[src/rtl/mem_access_arbiter.sv]
// Two-port (fetch/data) burst arbiter in front of a single memory port.
// Round-robin on contention, word-aligned bursts of 1/4/8/16 beats.
module mem_access_arbiter #(
  parameter int ADDR_W = 32,
  parameter int DATA_W = 32
) (
  input  logic              clock,
  input  logic              reset_n,
  input  logic              p0_req,
  input  logic              p0_rw,
  input  logic [ADDR_W-1:0] p0_addr,
  input  logic [1:0]        p0_size,
  input  logic [DATA_W-1:0] p0_wdata,
  output logic              p0_gnt,
  output logic              p0_wack,
  output logic              p0_rvalid,
  output logic [DATA_W-1:0] p0_rdata,
  output logic              p0_done,
  input  logic              p1_req,
  input  logic              p1_rw,
  input  logic [ADDR_W-1:0] p1_addr,
  input  logic [1:0]        p1_size,
  input  logic [DATA_W-1:0] p1_wdata,
  output logic              p1_gnt,
  output logic              p1_wack,
  output logic              p1_rvalid,
  output logic [DATA_W-1:0] p1_rdata,
  output logic              p1_done,
  output logic [ADDR_W-1:0] mem_address,
  output logic [DATA_W-1:0] mem_data_in,
  output logic [1:0]        mem_access_size,
  output logic              mem_rw,
  output logic              mem_enable,
  input  logic              mem_busy,
  input  logic [DATA_W-1:0] mem_data_out
);

  typedef enum logic [1:0] {
    IDLE  = 2'd0,
    BURST = 2'd1,
    DRAIN = 2'd2
  } state_t;

  state_t            state_q, state_d;
  logic              port_q, port_d;
  logic              rw_q, rw_d;
  logic [1:0]        size_q, size_d;
  logic [ADDR_W-1:0] base_q, base_d;
  logic [3:0]        cnt_q, cnt_d;
  logic              prio_q, prio_d;
  logic              gnt_q, gnt_d;
  logic              rdv_q, rdv_d;

  logic              in_burst;
  logic              accept;
  logic              win;
  logic [3:0]        len_m1;
  logic [ADDR_W-1:0] win_addr;

  assign in_burst = (state_q == BURST);
  assign accept   = in_burst & ~mem_busy;
  assign win      = (p0_req & p1_req) ? prio_q : p1_req;
  assign win_addr = win ? p1_addr : p0_addr;

  // Last-beat index of the latched burst length.
  always_comb begin
    len_m1 = 4'd0;
    unique case (size_q)
      2'b00: len_m1 = 4'd0;
      2'b01: len_m1 = 4'd3;
      2'b10: len_m1 = 4'd7;
      2'b11: len_m1 = 4'd15;
    endcase
  end

  // Next-state: arbitrate in IDLE, count accepted beats, one DRAIN cycle.
  always_comb begin
    state_d = state_q;
    port_d  = port_q;
    rw_d    = rw_q;
    size_d  = size_q;
    base_d  = base_q;
    cnt_d   = cnt_q;
    prio_d  = prio_q;
    gnt_d   = 1'b0;
    rdv_d   = 1'b0;
    unique case (state_q)
      IDLE: begin
        if (p0_req | p1_req) begin
          port_d  = win;
          rw_d    = win ? p1_rw : p0_rw;
          size_d  = win ? p1_size : p0_size;
          base_d  = {win_addr[ADDR_W-1:2], 2'b00};
          cnt_d   = 4'd0;
          prio_d  = ~win;
          gnt_d   = 1'b1;
          state_d = BURST;
        end
      end
      BURST: begin
        if (accept) begin
          rdv_d = ~rw_q;
          if (cnt_q == len_m1) begin
            state_d = DRAIN;
          end else begin
            cnt_d = cnt_q + 4'd1;
          end
        end
      end
      DRAIN: state_d = IDLE;
      default: state_d = IDLE;
    endcase
  end

  // State and burst context registers, cleared asynchronously.
  always_ff @(posedge clock or negedge reset_n) begin
    if (!reset_n) begin
      state_q <= IDLE;
      port_q  <= 1'b0;
      rw_q    <= 1'b0;
      size_q  <= 2'b00;
      base_q  <= '0;
      cnt_q   <= 4'd0;
      prio_q  <= 1'b0;
      gnt_q   <= 1'b0;
      rdv_q   <= 1'b0;
    end else begin
      state_q <= state_d;
      port_q  <= port_d;
      rw_q    <= rw_d;
      size_q  <= size_d;
      base_q  <= base_d;
      cnt_q   <= cnt_d;
      prio_q  <= prio_d;
      gnt_q   <= gnt_d;
      rdv_q   <= rdv_d;
    end
  end

  logic wack;
  assign wack = accept & rw_q;

  assign mem_enable      = in_burst;
  assign mem_address     = in_burst ?
    base_q + {{(ADDR_W-6){1'b0}}, cnt_q, 2'b00} : '0;
  assign mem_data_in     = (in_burst & rw_q) ?
    (port_q ? p1_wdata : p0_wdata) : '0;
  assign mem_access_size = size_q;
  assign mem_rw          = rw_q;

  assign p0_gnt    = gnt_q & ~port_q;
  assign p0_wack   = wack & ~port_q;
  assign p0_rvalid = rdv_q & ~port_q;
  assign p0_rdata  = p0_rvalid ? mem_data_out : '0;
  assign p0_done   = (state_q == DRAIN) & ~port_q;

  assign p1_gnt    = gnt_q & port_q;
  assign p1_wack   = wack & port_q;
  assign p1_rvalid = rdv_q & port_q;
  assign p1_rdata  = p1_rvalid ? mem_data_out : '0;
  assign p1_done   = (state_q == DRAIN) & port_q;

endmodule
[config.mk]
export PLATFORM = sky130hd
export DESIGN_NAME = mem_access_arbiter
export DESIGN_NICKNAME = d
export VERILOG_FILES = /design/src/rtl/mem_access_arbiter.sv
export SDC_FILE = /design/constraint.sdc
export NUM_CORES = 1
export LEC_CHECK = 0
export CAP_MARGIN = 5
export CORE_AREA = 2 2 120 122
export CTS_CLUSTER_SIZE = 20
export DETAILED_ROUTE_END_ITERATION = 8
export DIE_AREA = 0 0 122 124
export PLACE_DENSITY = 0.73
export SLEW_MARGIN = 25
export SYNTH_ARGS = -nofsm -noshare
export SYNTH_HDL_FRONTEND = slang
export SYNTH_SLANG_ARGS = --single-unit
[constraint.sdc]
create_clock -name clock -period 2.5 [get_ports clock]
set_clock_uncertainty 0.05 [all_clocks]
set_input_delay 0.5 -clock clock [delete_from_list [all_inputs] [get_ports clock]]
set_output_delay 0.5 -clock clock [all_outputs]
set_load 0.005 [all_outputs]
==> flow_summary_export.csv <==
group,metric,value,unit
outcome,status,"finished, violations left",
outcome,violations,"negative setup slack",
synth,ys_ff_latch,43,
synth,synth_ff_type,"dfrtp_1",
synth,synthMostInstantiatedCell,"dfrtp_1",
final_layout,drive_gt1_share,21.4,%
cts,cts_hold_buf,0,
timing,fin_hold_ws,254,ps
synth,netlist.area_leader.share,27.9,%
synth,synth_top_cells_by_area,"dfrtp_1, mux2i_1, a22o_1",
final_layout,synthToLayoutAreaGrowth,109,%
cts,clockBufferDepth,2,
critical_path,critPathMaxFanout,3,
synth,syn_area_per_cell,8.32,um2
final_layout,final_nets,1004,
power,power.leakage,3.74,nW
timing,slew_viol_final,0,
floorplanning,die_h,124,um
synth,synth-edff-count,0,
floorplanning,io_pins,311,
final_layout,final_util,58.9,%
route,first_pass_iters,4,
synth,async_flop_share,100,%
critical_path,crit_type,"flip-flop to output port",
placement,hpwl,14.9,mm
floorplanning,dieArea,15100,um2
route,remaining_drc_errors,0,
timing,tightest_slew,586,ps
placement,dpl-instance-area,7480,um2
critical_path,cp_slowest_cell,"or4_4",
cts,cts_tree,"built",
synth,syn_inst,464,
power,power.density,997,nW/um2
placement,place_congestion,0.899,
timing,fmax,0.319,GHz
timing,finalCritPeriodShare,125,%
timing,rsz0062_at_grt,"true",
timing,setup_ws,-637,ps
floorplanning,die_w,122,um
cts,cts_htree_levels,2,
global_routing,grt_max_degree,44,
critical_path,crit_cells,10,
floorplanning,rows,43,
route,dr.first_iter.drc_count,250,
cts,numCtsBuffers,5,
cts,cts-root-buf,"clkbuf_16",
global_routing,overflow,0,
timing,slew_headroom,60.9,%
timing,finalCriticalPeriod,3140,ps
critical_path,path_buf_inv,4,
floorplanning,core-area,13700,um2
timing,hold_viol_final,0,
global_routing,grt_pass1_vias,5198,
critical_path,path_cells,"ha_2 -> inv_2 -> fa_2 -> and2b_2 -> buf_6 -> o211ai_1 -> buf_4 -> or4_4 -> a21oi_2 -> buf_2",
placement,portBuffers,304,
route,via_per_inst,5.15,
route,drtAntennaViolNets,0,
synth,synth_cell_types,51,
critical_path,crit_path_end_kind,"output port",
global_routing,grt.total_usage,23.9,%
synth,yosys.area.top_type,"dfrtp_1",
synth,ys_top_cells_by_count,"dfrtp_1, and3_1, mux2i_1",
critical_path,cp_data_required_time,1950,ps
synth,synth.cell_area,3860,um2
route,num_vias,5214,
synth,yosys_warnings,0,
cts,cts_sinks,43,
critical_path,ff2ff_path_depth,7,
min_path,hp-class,"primary input to async pin",
global_routing,antenna_found_initial,4,
cts,insertion_delay,280,ps
critical_path,critPathTopFamily,"simple AND/OR/NAND/NOR gates",
route,wirelength,19.1,mm
critical_path,startpoint_type,"flip-flop",
timing,finalSetupViolCount,27,
synth,yosysSeqAreaShare,27.9,%
critical_path,critPathArrivalTime,2590,ps
cts,clkTransAtPathRegs,70,ps
route,routedWlPerCell,18.9,um
run,drv_cap,0,
critical_path,cpPeakStageDelay,530,ps
global_routing,grt_pass1_wl,28.0,mm
floorplanning,initial_core_util,28.1,%
power,peakVddDrop,496,uV
final_layout,finalInstanceArea,8080,um2
path summary, 6_finish.rpt:
path	from	to	slack (ps)
setup / recovery	cnt_q[0]	mem_address[14]	-640
hold / removal	reset_n	mem_access_size[1]	250
setup reg to reg	cnt_q[0]	cnt_q[0]	620
hold reg to reg	prio_q	prio_q	460
max in group asynchronous	reset_n	port_q	1710
min in group clock	prio_q	prio_q	460
per-layer routing:
layer	wire, um	GRT usage [%]
met5	0	0
met4	391	7.04
met3	1590	6.18
met2	9730	43.4
met1	7410	27.7
cell type report:
class,instances,area (um2)
Antenna cell,4,10.0
Clock buffer,6,139
Clock inverter,2,16.3
Fill cell,1215,5640
Inverter,6,22.5
Multi-Input combinational cell,376,2870
Sequential cell,43,1080
Tap cell,180,225
Timing Repair Buffer,395,3720
cell usage in the layout, fill, tap and decap left out, drive strengths merged, types with 3 or more instances in the layout:
master	instances
clkdlybuf4s50	271
buf	112
dfrtp	43
and3	39
mux2i	39
and2	37
a21o	37
nor2	36
a22o	33
nand2	23
a21oi	20
o21ai	12
nand2b	11
or3	10
clkbuf	10
nand3	8
or4	7
o31ai	7
inv	6
nor3	5
nand4	5
ha	5
diode	4
o311ai	4
o41ai	4
dlygate4sd2	4
nor2b	3
o211ai	3
a211oi	3
dlymetal6s2s	3
and4	3
nor4	3
sequential cells by signal, summed over array words and instances (netlist names):
| name | cells |
|---|---|
| gnt_q | 1 |
| rdv_q | 1 |
| mem_rw | 1 |
| state_q | 2 |
| prio_q | 1 |
| port_q | 1 |
| base_q | 30 |
| cnt_q | 4 |
| mem_access_size | 2 |
power by group:
group	total, W	leakage, nW	internal [W]	switching (W)
sequential	0.00128	0.533	0.00103	0.000251
clock	0.000683	0.0731	0.000400	0.000284
combinational	0.00610	3.14	0.00337	0.00273
total	0.00806	3.74	0.00480	0.00326
worst register-to-register path, delay by kind of cell (launching register included):
family	cells	cell delay (ps)
flops	1	390
buf+inv	3	390
compound gates	3	570
simple gates	1	380
repair_timing:
action / in CTS / in global routing
gates cloned: 1 / 1
pin swaps: 25 / 16
setup endpoints to repair: 39 / 41
buffers inserted: 21 / 7
gates resized for setup: 141 / 32
hold endpoints to repair: 0 / 0
kinds of logic after synthesis:
kind of cell | count (synthesis) | synth area share, %
AO/OA/AOI/OAI | 129 | 24.5
adder cells (fa/ha/maj) | 6 | 2.14
flip-flops | 43 | 27.9
other | 1 | 0.0971
XOR/XNOR | 2 | 0.454
AND/OR/NAND/NOR | 198 | 29.4
buffers and inverters | 46 | 5.44
multiplexers | 39 | 10.1
metrics by stage:
| step | instances | setup slack [ps] | setup TNS, ps | power, W |
|---|---|---|---|---|
| final | 1012 | -637 | -10550 | 0.00806 |
| after global routing | 1011 | -724 | -13330 | 0.00866 |
| after CTS | 1002 | -649 | -10860 | 0.00788 |
| after detailed placement | 972 | -660 | -11810 | 0.00693 |
| after global placement | 972 | -640 | -11140 | 0.00680 |
| after floorplan | 465 | -32.1 | -78.2 | 0.00388 |
No activity file was read; power rests on OpenSTA's default activity.
